$ cat src/rtl/kgp_pkg.sv
// Shared definitions for the KGP-RISC multi-cycle controller: opcodes, ALU codes,
// instruction field positions, FSM states and the decoded-instruction record.
package kgp_pkg;
    localparam logic [5:0] OP_RALU  = 6'h00;
    localparam logic [5:0] OP_IALU  = 6'h01;
    localparam logic [5:0] OP_SHIFT = 6'h02;
    localparam logic [5:0] OP_LD    = 6'h03;
    localparam logic [5:0] OP_ST    = 6'h04;
    localparam logic [5:0] OP_BR    = 6'h08;
    localparam logic [5:0] OP_B     = 6'h09;
    localparam logic [5:0] OP_BZ    = 6'h0A;
    localparam logic [5:0] OP_BNZ   = 6'h0B;
    localparam logic [5:0] OP_BCY   = 6'h0C;
    localparam logic [5:0] OP_BNCY  = 6'h0D;
    localparam logic [5:0] OP_BS    = 6'h0E;
    localparam logic [5:0] OP_BNS   = 6'h0F;
    localparam logic [5:0] OP_CALL  = 6'h10;
    localparam logic [5:0] OP_RET   = 6'h11;
    localparam logic [5:0] OP_HALT  = 6'h3F;

    localparam logic [3:0] ALU_ADD = 4'd0;
    localparam logic [3:0] ALU_SUB = 4'd1;
    localparam logic [3:0] ALU_AND = 4'd2;
    localparam logic [3:0] ALU_OR  = 4'd3;
    localparam logic [3:0] ALU_XOR = 4'd4;
    localparam logic [3:0] ALU_NOT = 4'd5;
    localparam logic [3:0] ALU_SLA = 4'd6;
    localparam logic [3:0] ALU_SRA = 4'd7;
    localparam logic [3:0] ALU_SRL = 4'd8;
    localparam logic [3:0] ALU_MUL = 4'd9;

    localparam int OP_LSB = 26;
    localparam int RS_LSB = 21;
    localparam int RT_LSB = 16;
    localparam int SH_LSB = 11;

    typedef enum logic [2:0] {
        S_FETCH, S_DECODE, S_EXECUTE, S_MEM, S_WRITEBACK, S_HALT
    } state_t;

    typedef enum logic [3:0] {
        C_RALU, C_IALU, C_SHIFT, C_LD, C_ST, C_BR, C_BRANCH, C_CALL, C_RET, C_HALT
    } cls_t;

    typedef struct packed {
        cls_t        cls;
        logic [3:0]  alu_op;
        logic        alu_src;
        logic        const_src;
        logic        reg_data;
        logic        wsel;
        logic        mul;
        logic [4:0]  ra1;
        logic [4:0]  ra2;
        logic [4:0]  shamt;
        logic [20:0] imm;
    } dec_t;

    function automatic logic br_taken(input logic [5:0] op, input logic z, input logic c,
                                      input logic s);
        case (op)
            OP_B:    br_taken = 1'b1;
            OP_BZ:   br_taken = z;
            OP_BNZ:  br_taken = !z;
            OP_BCY:  br_taken = c;
            OP_BNCY: br_taken = !c;
            OP_BS:   br_taken = s;
            OP_BNS:  br_taken = !s;
            default: br_taken = 1'b0;
        endcase
    endfunction
endpackage

$ cat src/rtl/kgp_decode.sv
// Combinational instruction decode: IR to instruction class and static datapath controls.
module kgp_decode
    import kgp_pkg::*;
(
    input  logic [31:0] ir,
    output dec_t        dec
);
    logic [5:0] op;
    assign op = ir[OP_LSB +: 6];

    always_comb begin
        dec       = '0;
        dec.cls   = C_HALT;
        dec.ra1   = ir[RS_LSB +: 5];
        dec.ra2   = ir[RT_LSB +: 5];
        case (op)
            OP_RALU: begin
                dec.cls      = C_RALU;
                dec.alu_op   = ir[3:0];
                dec.reg_data = 1'b1;
                dec.mul      = (ir[3:0] == ALU_MUL);
            end
            // imm21 overlaps the funct bits, so the immediate form is always an add
            OP_IALU: begin
                dec.cls      = C_IALU;
                dec.alu_op   = ALU_ADD;
                dec.alu_src  = 1'b1;
                dec.imm      = ir[20:0];
                dec.reg_data = 1'b1;
            end
            OP_SHIFT: begin
                dec.cls       = C_SHIFT;
                dec.alu_op    = ir[3:0];
                dec.alu_src   = 1'b1;
                dec.const_src = 1'b1;
                dec.shamt     = ir[SH_LSB +: 5];
                dec.reg_data  = 1'b1;
            end
            OP_LD, OP_ST: begin
                dec.cls     = (op == OP_LD) ? C_LD : C_ST;
                dec.alu_op  = ALU_ADD;
                dec.alu_src = 1'b1;
                dec.imm     = {{5{ir[15]}}, ir[15:0]};
                dec.wsel    = (op == OP_LD);
            end
            OP_BR: begin
                dec.cls     = C_BR;
                dec.alu_op  = ALU_ADD;
                dec.alu_src = 1'b1;
            end
            OP_B, OP_BZ, OP_BNZ, OP_BCY, OP_BNCY, OP_BS, OP_BNS: dec.cls = C_BRANCH;
            OP_CALL: dec.cls = C_CALL;
            OP_RET: begin
                dec.cls     = C_RET;
                dec.ra1     = 5'd31;
                dec.alu_op  = ALU_ADD;
                dec.alu_src = 1'b1;
            end
            default: dec.cls = C_HALT;
        endcase
    end
endmodule

$ cat src/rtl/kgp_multicycle_control.sv
// KGP-RISC multi-cycle sequencer: fetch handshake, FSM, PC and flag register, with
// all datapath controls registered from the next state and next IR.
module kgp_multicycle_control
    import kgp_pkg::*;
#(
    parameter logic [31:0] RESET_PC = 32'h0000_0000
) (
    input  logic        clk,
    input  logic        rst,
    output logic        imem_req,
    output logic [31:0] imem_addr,
    input  logic        imem_ready,
    input  logic [31:0] imem_rdata,
    input  logic        zero_flag,
    input  logic        carry_flag,
    input  logic        sign_flag,
    input  logic        overflow_flag,
    input  logic [31:0] alu_result,
    output logic        regWriteEnable,
    output logic        regWrite_select,
    output logic        reg_to_pc,
    output logic        MemRead,
    output logic        MemWrite,
    output logic        ALU_src,
    output logic        const_src,
    output logic        reg_data,
    output logic        mult_flag,
    output logic [4:0]  regAddr_1,
    output logic [4:0]  regAddr_2,
    output logic [4:0]  shift_amount,
    output logic [3:0]  alu_control,
    output logic [20:0] immediate_const,
    output logic [31:0] npc,
    output logic [31:0] pc,
    output logic        halted
);
    state_t      state, ns;
    logic [31:0] ir, ir_d, jr_tgt, br_tgt, pc_nx;
    logic [3:0]  flg;
    dec_t        dec;
    logic        act, wb_wr, alu_cls, unused_ovf;

    // Decoding the incoming word lets DECODE-state controls come straight out of a flop.
    assign ir_d = (state == S_FETCH && imem_ready) ? imem_rdata : ir;
    kgp_decode u_dec (.ir(ir_d), .dec(dec));

    assign npc        = pc + 32'd4;
    assign imem_addr  = pc;
    assign br_tgt     = npc + {{4{ir[25]}}, ir[25:0], 2'b00};
    assign act        = ns inside {S_DECODE, S_EXECUTE, S_MEM, S_WRITEBACK};
    assign wb_wr      = dec.cls inside {C_RALU, C_IALU, C_SHIFT, C_LD, C_CALL};
    assign alu_cls    = dec.cls inside {C_RALU, C_IALU, C_SHIFT};
    assign unused_ovf = flg[0];

    always_comb begin
        ns    = state;
        pc_nx = pc;
        case (state)
            S_FETCH:   if (imem_ready) ns = S_DECODE;
            S_DECODE:  ns = (dec.cls == C_HALT) ? S_HALT : S_EXECUTE;
            S_EXECUTE: begin
                if (dec.cls inside {C_LD, C_ST}) ns = S_MEM;
                else if (dec.cls == C_BRANCH) begin
                    ns    = S_FETCH;
                    pc_nx = br_taken(ir[OP_LSB +: 6], flg[3], flg[2], flg[1]) ? br_tgt : npc;
                end else ns = S_WRITEBACK;
            end
            S_MEM: begin
                if (dec.cls == C_LD) ns = S_WRITEBACK;
                else begin
                    ns    = S_FETCH;
                    pc_nx = npc;
                end
            end
            S_WRITEBACK: begin
                ns = S_FETCH;
                case (dec.cls)
                    C_CALL:      pc_nx = br_tgt;
                    C_BR, C_RET: pc_nx = jr_tgt;
                    default:     pc_nx = npc;
                endcase
            end
            S_HALT:  ns = S_HALT;
            default: ns = S_FETCH;
        endcase
    end

    always_ff @(posedge clk) begin
        if (rst) begin
            state           <= S_FETCH;
            pc              <= RESET_PC;
            ir              <= '0;
            flg             <= '0;
            jr_tgt          <= '0;
            imem_req        <= 1'b1;
            halted          <= 1'b0;
            regWriteEnable  <= 1'b0;
            regWrite_select <= 1'b0;
            reg_to_pc       <= 1'b0;
            MemRead         <= 1'b0;
            MemWrite        <= 1'b0;
            ALU_src         <= 1'b0;
            const_src       <= 1'b0;
            reg_data        <= 1'b0;
            mult_flag       <= 1'b0;
            regAddr_1       <= '0;
            regAddr_2       <= '0;
            shift_amount    <= '0;
            alu_control     <= '0;
            immediate_const <= '0;
        end else begin
            state <= ns;
            pc    <= pc_nx;
            if (state == S_FETCH && imem_ready) ir <= imem_rdata;
            if (state == S_EXECUTE) begin
                jr_tgt <= alu_result;
                if (alu_cls) flg <= {zero_flag, carry_flag, sign_flag, overflow_flag};
            end
            imem_req        <= (ns == S_FETCH);
            halted          <= (ns == S_HALT);
            regWriteEnable  <= (ns == S_WRITEBACK) && wb_wr;
            reg_to_pc       <= (ns == S_WRITEBACK) && (dec.cls == C_CALL);
            mult_flag       <= (ns == S_WRITEBACK) && dec.mul;
            MemRead         <= (ns == S_MEM) && (dec.cls == C_LD);
            MemWrite        <= (ns == S_MEM) && (dec.cls == C_ST);
            ALU_src         <= act && dec.alu_src;
            const_src       <= act && dec.const_src;
            reg_data        <= act && dec.reg_data;
            regWrite_select <= act && dec.wsel;
            regAddr_1       <= act ? dec.ra1    : '0;
            regAddr_2       <= act ? dec.ra2    : '0;
            shift_amount    <= act ? dec.shamt  : '0;
            alu_control     <= act ? dec.alu_op : '0;
            immediate_const <= act ? dec.imm    : '0;
        end
    end
endmodule

$ cat config.mk
export PLATFORM = sky130hd
export DESIGN_NAME = kgp_multicycle_control
export DESIGN_NICKNAME = d
export VERILOG_FILES = /design/src/rtl/kgp_pkg.sv /design/src/rtl/kgp_decode.sv /design/src/rtl/kgp_multicycle_control.sv
export SDC_FILE = /design/constraint.sdc
export NUM_CORES = 1
export LEC_CHECK = 0
export BUFFER_PORTS_ARGS = -buffer_cell sky130_fd_sc_hd__buf_4
export CAP_MARGIN = 20
export CORE_ASPECT_RATIO = 1.5
export CORE_MARGIN = 2
export CORE_UTILIZATION = 35
export DETAILED_ROUTE_END_ITERATION = 8
export HOLD_SLACK_MARGIN = 0.05
export PLACE_DENSITY = 0.67
export SLEW_MARGIN = 0
export SYNTH_ARGS = -nofsm -noshare
export SYNTH_HDL_FRONTEND = slang
export SYNTH_HIERARCHICAL = 1
export SYNTH_SLANG_ARGS = --single-unit
$ cat constraint.sdc
create_clock -name clk -period 5.8 [get_ports clk]
set_input_delay 1.74 -clock clk [delete_from_list [all_inputs] [get_ports clk]]
set_output_delay 1.74 -clock clk [all_outputs]
set_load 0.02 [all_outputs]
==> key figures, run 1 <==
Critical path
  • Worst Setup Path Type: in -> reg
  • R2R Path End: imem_addr[31]$_SDFFE_PP0P_
  • Worst r2r path cells: 15
  • Worst r2r src: imem_addr[4]$_SDFFE_PP0P_
  • CP bufs+invs: 2
  • Critical-path top delay cell: mux2_2
  • Req. time, crit path: slightly above 6 ns
  • CP peak stage delay: between 0.4 and 0.5 ns
  • CP max FO: 44
  • Top cell by count, worst path: buf_4
  • Cells along the critical path: buf_4 -> nor4b_4 -> buf_4 -> mux2_2 -> nor2b_1 -> o21ai_0 -> a21oi_1 -> or3b_1 -> a21boi_1 -> o21ai_1 -> or3_4 -> a21oi_4 -> nor2_2 -> nor2_8 -> and2_1
  • Delay-heaviest family, CP: simple AND/OR/NAND/NOR gates
  • Flop2flop setup slack: 1.18 ns
  • Critical path arrival: around 5.5 ns
  • Endpoint class of the critical path: flip-flop
  • Startpoint Class: input pin

Die
  • IO Pins: roughly 220
  • Die footprint: ~0.027 mm²
  • Die width: 134 µm
  • Core region area: around 0.025 mm²
  • Row cnt: 71
  • Die Y: between 150 and 200 µm
  • Initial Util: a little over a third

Routing
  • Vias: between 7000 and 8000
  • Final WL: ~27000 µm
  • DRT Pass-1 Iters: 5
  • Initial DRC Count: 381
  • Drc violations: 0
  • Routed wire per std cell: 17.7 µm
  • Antenna viol nets, final: 0
  • Via-to-Cell Ratio: about 5.1

STA
  • Slew headroom: 45.5%
  • RSZ-0062 raised after global routing: no
  • Period utilisation layout: between 80% and 90%
  • Setup ws final: between 0.6 and 0.7 ns
  • Hold Vio Cnt, Final: 0
  • Slew Viols, Final: 0
  • Setup TNS: 0 ns
  • Hold Slack: roughly 0.46 ns
  • Final setup fails: 0
  • Worst Tran Pin Value: 0.817 ns
  • Fmax: a little under 0.2 GHz
  • Clk_skew: ~0.013 ns
  • Min cycle time layout: 5.14 ns

Yosys
  • Yosys warning count: 6
  • Distinct cells, synth: 84
  • Seq cells post-synth: 153
  • Register area share after synthesis: about a third
  • Post-synth ARST share: 0%
  • Mean Syn Cell Area: 8.61 µm²
  • Main synth FF type: dfxtp_1
  • Post-Syn Nets: approximately 1100
  • Number of synthesized flops with an enable pin: 0
  • Mapped Cells: 1038
  • Synth Cell Area: around 0.009 mm²

Global route
  • Met3 usage: 4.97%
  • Initial antenna violation count: 0
  • Pin count of the biggest net entering global routing: a little over 70
  • First-pass GRT wire length: 42000 µm
  • GRT Util Overall: 20.3%
  • Layer with the highest usage: met2
  • Met1 GRT Util: about 22%
  • Gr ovfl total: 0
  • Met2 Resource Use GR: a little under two fifths
  • Vias in the first global route: slightly below 8000

Place
  • Port bufs: roughly 220
  • Cell count after placement: 1509
  • Setup WS pre-CTS: ~0.23 ns
  • DP Wirelength: approximately 21000 µm
  • Final GP Congestion: just over 0.9

Clocking
  • Post-CTS Setup Inserts: 0
  • Reg clk slew, reported paths: ~0.07 ns
  • Num CTS Buffers: 17
  • Root buf cell: clkbuf_16
  • Post-CTS Resized: 0
  • Clk buf depth: 2
  • CTS Hold Buffers Added: 0
  • # clock sinks: about 150
  • Clock Latency Late Sink: approximately 0.44 ns
  • Htree depth: 4
  • CTS tree: built

Layout
  • Share of post-route cells with drive strength above 1: 28.6%
  • NumNets Final: about 1300
  • Fin cells: 1541
  • Most frequent cells in the layout: buf_4, dfxtp_1, nand2_1, a21oi_1, nor2_1
  • N_diodes: 0
  • Fill cells: roughly 2500
  • Commonest non-fill, non-tap cell in the layout: buf_4
  • P&R area growth vs syn: 24.1%

Run status
  • Outcome: finished, final reports clean

Worst hold path
  • Worst min-delay path class: reg -> reg
  • WHS Path Cells: 2
  • Sink of the worst hold path: jr_tgt[31]$_SDFFE_PP0P_
  • Hold_sp: jr_tgt[31]$_SDFFE_PP0P_

Pwr
  • Leak: approximately 0.0049 µW
  • Maximum VDD drop: 0.178 mV
  • PD cells: 353 mW/mm²

Flow run
  • Max cap viols: 0
state kept, by name, summed over array words and instances, names as in the netlist, 4 cells and up:
signal / flops
ir: 32
regAddr_1: 5
alu_control: 4
imem_addr: 32
immediate_const: 21
regAddr_2: 5
jr_tgt: 32
shift_amount: 5
worst max path at each step:
| stage | depth (start not counted) | end | start | slack, ns |
|---|---|---|---|---|
| global route | 17 | immediate_const[16]$_SDFF_PP0_ | imem_ready | 0.31 |
| floorplan | 17 | const_src$_SDFF_PP0_ | imem_ready | 0.33 |
| detailed placement | 15 | imem_addr[25]$_SDFFE_PP0P_ | imem_ready | 0.23 |
| global placement | 15 | shift_amount[2]$_SDFF_PP0_ | imem_ready | 0.26 |
| finish | 15 | shift_amount[1]$_SDFF_PP0_ | imem_ready | 0.66 |
| CTS | 15 | imem_addr[25]$_SDFFE_PP0P_ | imem_ready | 0.68 |
Yosys cell counts (9+ instances only):
| cell | number | area [µm²] |
|---|---|---|
| a21o_1 | 13 | 97.6 |
| a21oi_1 | 93 | 465 |
| a221o_1 | 21 | 210 |
| a31oi_1 | 9 | 56.3 |
| and2_1 | 60 | 375 |
| and2_2 | 13 | 97.6 |
| and3_1 | 11 | 68.8 |
| buf_2 | 9 | 45.0 |
| buf_4 | 44 | 330 |
| clkbuf_1 | 27 | 101 |
| dfxtp_1 | 153 | 3060 |
| ha_1 | 35 | 438 |
| inv_1 | 20 | 75.1 |
| mux2_2 | 31 | 349 |
| nand2_1 | 108 | 405 |
| nand2b_1 | 18 | 113 |
| nand3_1 | 22 | 110 |
| nand4_1 | 9 | 56.3 |
| nor2_1 | 62 | 233 |
| nor2b_1 | 47 | 294 |
| nor3_1 | 29 | 145 |
| o21ai_0 | 23 | 115 |
| xnor2_1 | 37 | 324 |
| xor2_1 | 17 | 149 |
final cells by class:
| cell class | instances | area, µm² | share of cell area (%) |
|---|---|---|---|
| repair buffers | 238 | 1790 | 16.1 |
| clock inverters | 15 | 143 | 1.29 |
| flip-flops and latches | 153 | 3060 | 27.6 |
| well taps | 328 | 410 | 3.70 |
| multi-input cells | 770 | 5190 | 46.8 |
| inverters | 20 | 75.1 | 0.677 |
| clock buffers | 17 | 425 | 3.84 |
stage by stage:
| step | area, µm² | power [µW] | utilization [%] |
|---|---|---|---|
| finish | 11100 | 3920 | 44.1 |
| global route | 11100 | 4140 | 44.1 |
| CTS | 11100 | 3950 | 44.1 |
| detailed placement | 10500 | 2840 | 41.9 |
| global placement | 10500 | 2820 | 41.9 |
| floorplan | 8940 | 2390 | - |
worst reg2reg max path, stage by stage, from the launching register on:
cell and delay, ns:
dfxtp_1 0.51, and3_1 0.33, nand4_1 0.23, nor3_1 0.63, nand3_1 0.18, xnor2_1 0.39
ha_1 0.34, a21oi_1 0.25, o21ai_0 0.18, nor2_1 0.13, and4_1 0.29, or3b_1 0.16
a31oi_1 0.10, or3_1 0.40, a41oi_2 0.18, a21bo_1 0.21
report_power, final:
part	switching (µW)	internal (µW)	total, µW
Sequential	138	1170	1300
Combinational	875	639	1510
Clock	526	573	1100
Total	1540	2380	3920
layer usage:
layer	up-vias	wire, µm
met1	3727	10600
li1	3917	-
met2	222	14400
met3	29	1660
met5	-	0
met4	0	687
cell families after synthesis:
kind of cell / Yosys count / synth area share [%]
AO/OA/AOI/OAI: 226 / 17.8
XOR/XNOR: 54 / 5.29
adder cells (fa/ha/maj): 36 / 5.12
buffers and inverters: 115 / 7.96
flip-flops: 153 / 34.3
multiplexers: 38 / 4.69
AND/OR/NAND/NOR: 416 / 24.9
Note: power is estimated with default switching activity, not from simulation.
==> run 2, diff against run 1 <==
Settings changed: CORE_MARGIN 2 to unset.
==> run 2 against run 1 <==
Register-to-register slack about the same. Critical path type unchanged. Clock power up 12%. Total power up 3.5%. Sequential cell count unchanged. First-iteration DRC count down 1.0%. Critical path depth unchanged. Non-clock buffer count unchanged. Utilization up 0.50 points. Worst setup slack worse by 0.17 ns. Global-route usage up 0.71 points. Sequential share of layout area down 0.21 points.
==> key figures, run 2 (synthesized netlist as in run 1, its figures left out) <==
Layout
  • Fill cells: 2555 (+1.5%)
  • Fin cells: 1542 (+0.065%)
  • Sequential cell area: 0.00306 mm² (unchanged)
  • Commonest non-fill, non-tap cell in the layout: buf_4
  • Area of the multi-input gates: 0.00519 mm² (unchanged)
  • Share of post-route cells with drive strength above 1: 28.6% (unchanged)
  • Most frequent cells in the layout: buf_4, dfxtp_1, nand2_1, a21oi_1, nor2_1
  • P&R area growth vs syn: 25.0%
  • NumNets Final: 1307 (unchanged)

Critical path
  • Endpoint class of the critical path: flip-flop
  • CP bufs+invs: 3 (+1)
  • Startpoint Class: input pin
  • Delay-heaviest family, CP: simple AND/OR/NAND/NOR gates
  • Critical-path top delay cell: nor4b_4
  • Worst Setup Path Type: in -> reg
  • Critical path arrival: 5.61 ns (+0.09 ns)
  • CP max FO: 14 (-68%)
  • Cells along the critical path: buf_4 -> nor4b_4 -> buf_4 -> mux2_2 -> nor2b_1 -> o21ai_0 -> a21oi_1 -> nor2b_1 -> a21oi_1 -> o21ai_1 -> nand3_1 -> buf_4 -> a221o_1 -> a21oi_1 -> nor3_1
  • CP peak stage delay: 0.47 ns (about the same)
  • Req. time, crit path: 6.11 ns (-0.07 ns)

Die
  • Die Y: 198 µm (-1.0%)
  • Core region area: 0.0251 mm² (-0.35%)
  • IO Pins: 218 (unchanged)
  • Row cnt: 71 (unchanged)
  • Die footprint: 0.0262 mm² (-2.5%)
  • Initial Util: 35.7% (+0.13 points)
  • Die width: 132 µm (-1.5%)

Place
  • Port bufs: 216 (unchanged)
  • DP Wirelength: 21100 µm (about the same)
  • Cell count after placement: 1509 (unchanged)
  • Final GP Congestion: 0.910 (-0.32%)

Pwr
  • Maximum VDD drop: 0.216 mV (+22%)
  • Leak: 0.00490 µW (+0.79%)
  • PD cells: 363 mW/mm² (+2.7%)

Worst hold path
  • Worst min-delay path class: reg -> reg

Clocking
  • Htree depth: 4 (unchanged)
  • Reg clk slew, reported paths: 0.06 ns (about the same)
  • Clk buf depth: 2 (unchanged)
  • CTS tree: built
  • CTS Hold Buffers Added: 0 (unchanged)
  • # clock sinks: 153 (unchanged)
  • Num CTS Buffers: 17 (unchanged)
  • Clock Latency Late Sink: 0.44 ns (about the same)
  • Root buf cell: clkbuf_16
  • Post-CTS Resized: 0 (unchanged)
  • Post-CTS Setup Inserts: 0 (unchanged)

Global route
  • Gr ovfl total: 0 (unchanged)
  • Pin count of the biggest net entering global routing: 76 (+5.6%)
  • Met2 Resource Use GR: 38.7% (+1.3 points)
  • Vias in the first global route: 7755 (-0.19%)
  • Initial antenna violation count: 1 (+1)
  • Met3 usage: 4.25% (-0.72 points)
  • Met1 GRT Util: 23.4% (+1.2 points)
  • First-pass GRT wire length: 42300 µm (+0.63%)
  • Layer with the highest usage: met2
  • GRT Util Overall: 21.0% (+0.71 points)

Routing
  • Routed wire per std cell: 17.8 µm (+0.20%)
  • Initial DRC Count: 377 (-1.0%)
  • Via-to-Cell Ratio: 5.16 (+0.68%)
  • DRT Pass-1 Iters: 4 (-1)
  • Vias: 7954 (+0.75%)
  • Final WL: 27400 µm (+0.26%)
  • Drc violations: 0 (unchanged)
  • Antenna viol nets, final: 0 (unchanged)

STA
  • Slew Viols, Final: 0 (unchanged)
  • Worst Tran Pin Value: 0.849 ns (+0.0321 ns)
  • Clk_skew: 0.00967 ns (-0.00299 ns)
  • Fmax: 0.189 GHz (-3.2%)
  • RSZ-0062 raised after global routing: no
  • Period utilisation layout: 91.4% (+2.9 points)
  • Min cycle time layout: 5.30 ns (+0.167 ns)
  • Slew headroom: 43.4% (-2.1 points)
  • Setup TNS: 0 ns (unchanged)
  • Hold Vio Cnt, Final: 0 (unchanged)
  • Final setup fails: 0 (unchanged)

Run status
  • Outcome: finished, final reports clean

Flow run
  • Max cap viols: 0 (unchanged)
## run 2: cell count changes in the layout (fill, tap and decap cells not counted), sizes merged
cell | previous run | this run
bufinv | 0 | 4
clkinv | 1 | 3
diode | 0 | 1
inv | 33 | 27
## run 2: path summary, 6_finish.rpt
kind | slack (ns) | start | endpoint | cells after the start
worst min-delay path | 0.46 | jr_tgt[31]$_SDFFE_PP0P_ | jr_tgt[31]$_SDFFE_PP0P_ | 2
worst max-delay path | 0.50 | imem_ready | imem_addr[10]$_SDFFE_PP0P_ | 15
worst max register to register | 1.19 | imem_addr[2]$_SDFFE_PP0P_ | imem_addr[31]$_SDFFE_PP0P_ | 15
worst min register to register | 0.46 | jr_tgt[31]$_SDFFE_PP0P_ | jr_tgt[31]$_SDFFE_PP0P_ | 2
## run 2: layer usage
layer,share of wire [%],vias up
li1,-,3915
met1,40,3776
met2,52,216
met3,5.0,47
met4,2.6,0
met5,0,-
## run 2: cell type report
class,count,share of cell area [%]
Tap cell,328,3.67
Clock buffer,17,3.81
Multi-Input combinational cell,770,46.4
Antenna cell,1,0.0224
Clock inverter,15,1.90
Timing Repair Buffer,238,16.1
Inverter,20,0.672
Sequential cell,153,27.4
## run 2: tightest hold or removal path, delay by kind of cell (launching register included)
| family | cells | cell delay [ns] |
|---|---|---|
| flops | 1 | 0.31 |
| simple gates | 1 | 0.05 |
| compound gates | 1 | 0.05 |
## run 2: power breakdown
part           switching [µW]  internal, µW  total (µW)  leakage (µW)
sequential                137          1170        1300       0.00124
clock                     493           732        1230      0.000313
combinational             881           644        1520       0.00334
## run 2: metrics by stage
step | total power [µW] | setup slack (ns) | utilization, % | area (µm²) | hold WS, ns
finish | 4050 | 0.498 | 44.6 | 11200 | 0.458
global route | 4270 | 0.267 | 44.6 | 11200 | 0.478
CTS | 4080 | 0.544 | 44.6 | 11200 | 0.459
detailed placement | 2840 | 0.123 | 42.1 | 10500 | 0.450
global placement | 2830 | 0.142 | 42.1 | 10500 | 0.444
floorplan | 2390 | 0.333 | - | 8940 | 0.436
==> run 3, diff against run 2 <==
Settings changed: PLACE_DENSITY 0.67 to 0.68, SYNTH_HIERARCHICAL 1 to unset.
==> run 3 against run 2 <==
Critical path depth is 8 lower. Clock power down 9.8%. Synthesized area is 6.6% lower. Maximum frequency grew 13%. Cell count down 1.3%. Total power is 19% lower. Combinational power shrank 37%. Sequential cell count unchanged. Hold slack gained 0.00086 ns. Worst setup slack better by 0.61 ns. Critical path type is now reg -> out. Highest routed layer unchanged.
==> key figures, run 3 <==
Routing
  • DRT Pass-1 Iters: 5 (+1)
  • Antenna viol nets, final: 0 (unchanged)
  • Final WL: 28900 µm (+5.3%)
  • Vias: 8213 (+3.3%)
  • Initial DRC Count: 430 (+14%)
  • Drc violations: 0 (unchanged)
  • Routed wire per std cell: 19.0 µm (+6.7%)
  • Via-to-Cell Ratio: 5.40 (+4.6%)

STA
  • Setup ws final: 1.11 ns (+0.609 ns)
  • Worst Tran Pin Value: 0.900 ns (+0.0506 ns)
  • Slew Viols, Final: 0 (unchanged)
  • Final setup fails: 0 (unchanged)
  • Slew headroom: 39.6% (-3.8 points)
  • Hold Vio Cnt, Final: 0 (unchanged)
  • Fmax: 0.213 GHz (+13%)
  • Min cycle time layout: 4.69 ns (-0.609 ns)
  • Clk_skew: 0.0110 ns (+0.00137 ns)
  • Period utilisation layout: 80.9% (-11 points)
  • Hold Slack: 0.458 ns (+0.000864 ns)
  • Setup TNS: 0 ns (unchanged)
  • RSZ-0062 raised after global routing: no

Die
  • Core region area: 0.0232 mm² (-7.3%)
  • Die footprint: 0.0245 mm² (-6.5%)
  • IO Pins: 218 (unchanged)
  • Initial Util: 36.0% (+0.27 points)
  • Die width: 128 µm (-3.3%)
  • Row cnt: 68 (-4.2%)
  • Die Y: 191 µm (-3.3%)

Layout
  • Most frequent cells in the layout: buf_4, dfxtp_1, nor2_1, nand2_1, a21oi_1
  • Share of post-route cells with drive strength above 1: 24.0% (-4.6 points)
  • P&R area growth vs syn: 27.9%
  • N_diodes: 0 (-1)
  • Post-route cell area: 0.0107 mm² (-4.5%)
  • NumNets Final: 1296 (-0.84%)
  • Commonest non-fill, non-tap cell in the layout: buf_4

Global route
  • GRT Util Overall: 23.6% (+2.6 points)
  • Vias in the first global route: 7819 (+0.83%)
  • Initial antenna violation count: 0 (-1)
  • First-pass GRT wire length: 43400 µm (+2.5%)
  • Gr ovfl total: 0 (unchanged)
  • Pin count of the biggest net entering global routing: 62 (-18%)

Clocking
  • Post-CTS Resized: 0 (unchanged)
  • Root buf cell: clkbuf_16
  • Htree depth: 4 (unchanged)
  • Clock Latency Late Sink: 0.44 ns (about the same)
  • CTS Hold Buffers Added: 0 (unchanged)
  • CTS tree: built
  • # clock sinks: 153 (unchanged)
  • Num CTS Buffers: 17 (unchanged)
  • Post-CTS Setup Inserts: 0 (unchanged)
  • Clk buf depth: 2 (unchanged)
  • Reg clk slew, reported paths: 0.07 ns (about the same)

Yosys
  • Mapped Cells: 1018 (-1.9%)
  • Post-Syn Nets: 1120 (-2.2%)
  • Synth top area cells: dfxtp_1, nor2_1, nand2_1
  • Register area share after synthesis: 36.7% (+2.4 points)
  • Area share of the largest cell type after synthesis: 36.7% (+2.4 points)
  • Yosys warning count: 0 (-6)
  • Cell with the most instances after synthesis: dfxtp_1
  • Seq cells post-synth: 153 (unchanged)
  • Distinct cells, synth: 74 (-12%)
  • Post-synth ARST share: 0% (unchanged)
  • Synth Cell Area: 0.00835 mm² (-6.6%)
  • Main synth FF type: dfxtp_1
  • Largest area contributor in the netlist: dfxtp_1
  • Mean Syn Cell Area: 8.20 µm² (-4.7%)
  • Number of synthesized flops with an enable pin: 0 (unchanged)
  • Post-synth top cells: dfxtp_1, nor2_1, nand2_1, a21oi_1, mux2i_1

Pwr
  • Power Total: 3290 µW (-19%)
  • Maximum VDD drop: 0.211 mV (-2.3%)
  • PD cells: 308 mW/mm² (-15%)
  • Leak: 0.00454 µW (-7.3%)

Critical path
  • Worst Setup Path Type: reg -> out
  • Startpoint Class: flip-flop
  • CP peak stage delay: 0.56 ns (+0.09 ns)
  • Worst r2r path cells: 14 (-1)
  • Top cell by count, worst path: nor2_1
  • CP max FO: 8 (-6)
  • Req. time, crit path: 4.06 ns (-2.05 ns)
  • Critical path arrival: 2.95 ns (-2.66 ns)
  • Flop2flop setup slack: 1.32 ns (+0.13 ns)
  • R2R Path End: imem_addr[30]$_SDFFE_PP0P_
  • Cells along the critical path: nand4_1 -> or3_1 -> nor2_1 -> nand2_1 -> nor2_1 -> xor2_1 -> buf_4
  • Endpoint class of the critical path: output pin
  • Critical-path top delay cell: dfxtp_1
  • Worst r2r src: imem_addr[7]$_SDFFE_PP0P_

Run status
  • Outcome: finished, final reports clean

Worst hold path
  • Worst min-delay path class: reg -> reg
  • Sink of the worst hold path: jr_tgt[31]$_SDFFE_PP0P_
  • WHS Path Cells: 2 (unchanged)
  • Hold_sp: jr_tgt[31]$_SDFFE_PP0P_

Place
  • Port bufs: 216 (unchanged)
  • Area after DPL: 0.0101 mm² (-4.2%)
  • Final GP Congestion: 0.943 (+3.7%)
  • Setup WS pre-CTS: 0.993 ns (+0.870 ns)
  • DP Wirelength: 22400 µm (+5.9%)

Flow run
  • Max cap viols: 0 (unchanged)
run 3: changes by cell type after synthesis, sizes merged, moves of 9 or more:
cell / change
nand2: +13
a221oi: +9
nor2: +69
nor2b: -41
mux2: -27
o21ai: +9
a211oi: +12
a221o: -10
and2: -69
nor3: -10
buf: -17
mux2i: +33
run 3: layer usage:
| metal | global-route usage [%] | wire (µm) |
|---|---|---|
| met1 | 25.6 | 11100 |
| met2 | 42.8 | 14900 |
| met3 | 4.23 | 1590 |
| met4 | 13.7 | 1340 |
| met5 | 0 | 0 |
run 3: layout make-up:
type / count / area (µm²)
Timing Repair Buffer: 238 / 1800
Sequential cell: 153 / 3060
Inverter: 26 / 97.6
Clock inverter: 13 / 136
Fill cell: 2315 / 12500
Tap cell: 315 / 394
Clock buffer: 19 / 453
Multi-Input combinational cell: 758 / 4740
run 3: worst max path at each step:
stage / from / end / slack (ns) / cells past startpoint
6_report: imem_addr[7]$_SDFFE_PP0P_ / npc[25] / 1.11 / 7
5_1_grt: imem_addr[7]$_SDFFE_PP0P_ / imem_addr[30]$_SDFFE_PP0P_ / 0.95 / 14
4_1_cts: imem_addr[7]$_SDFFE_PP0P_ / npc[25] / 1.09 / 7
3_5_place_dp: imem_ready / shift_amount[2]$_SDFF_PP0_ / 0.99 / 9
3_3_place_gp: imem_ready / shift_amount[2]$_SDFF_PP0_ / 1.02 / 9
2_1_floorplan: imem_ready / imem_addr[16]$_SDFFE_PP0P_ / 1.35 / 9
run 3: cells by family after synthesis:
group | Yosys count | share of synthesized area, %
compound gates | 253 | 20.6
xor+xnor | 43 | 4.51
fa+ha+maj | 31 | 4.73
buf+inv | 107 | 6.68
flops | 153 | 36.7
mux | 44 | 5.33
simple gates | 387 | 21.5
run 3: per-stage QoR:
step           utilization (%)  std cells
5_1_grt                   46.0       1522
3_3_place_gp              43.4       1490
2_1_floorplan                -       1018
3_5_place_dp              43.4       1490
4_1_cts                   46.0       1522
6_report                  46.0       1522
run 3: report_power, final:
part	internal [µW]	switching, µW	total [µW]
clock network	625	483	1110
registers	1130	104	1230
logic	383	568	951
total	2140	1150	3290
run 3: worst max-delay path: cells and delay by family, from the launching register on:
family	cells	cell delay [ns]
AND/OR/NAND/NOR	5	1.45
flip-flops	1	0.56
XOR/XNOR	1	0.29
buffers and inverters	1	0.21
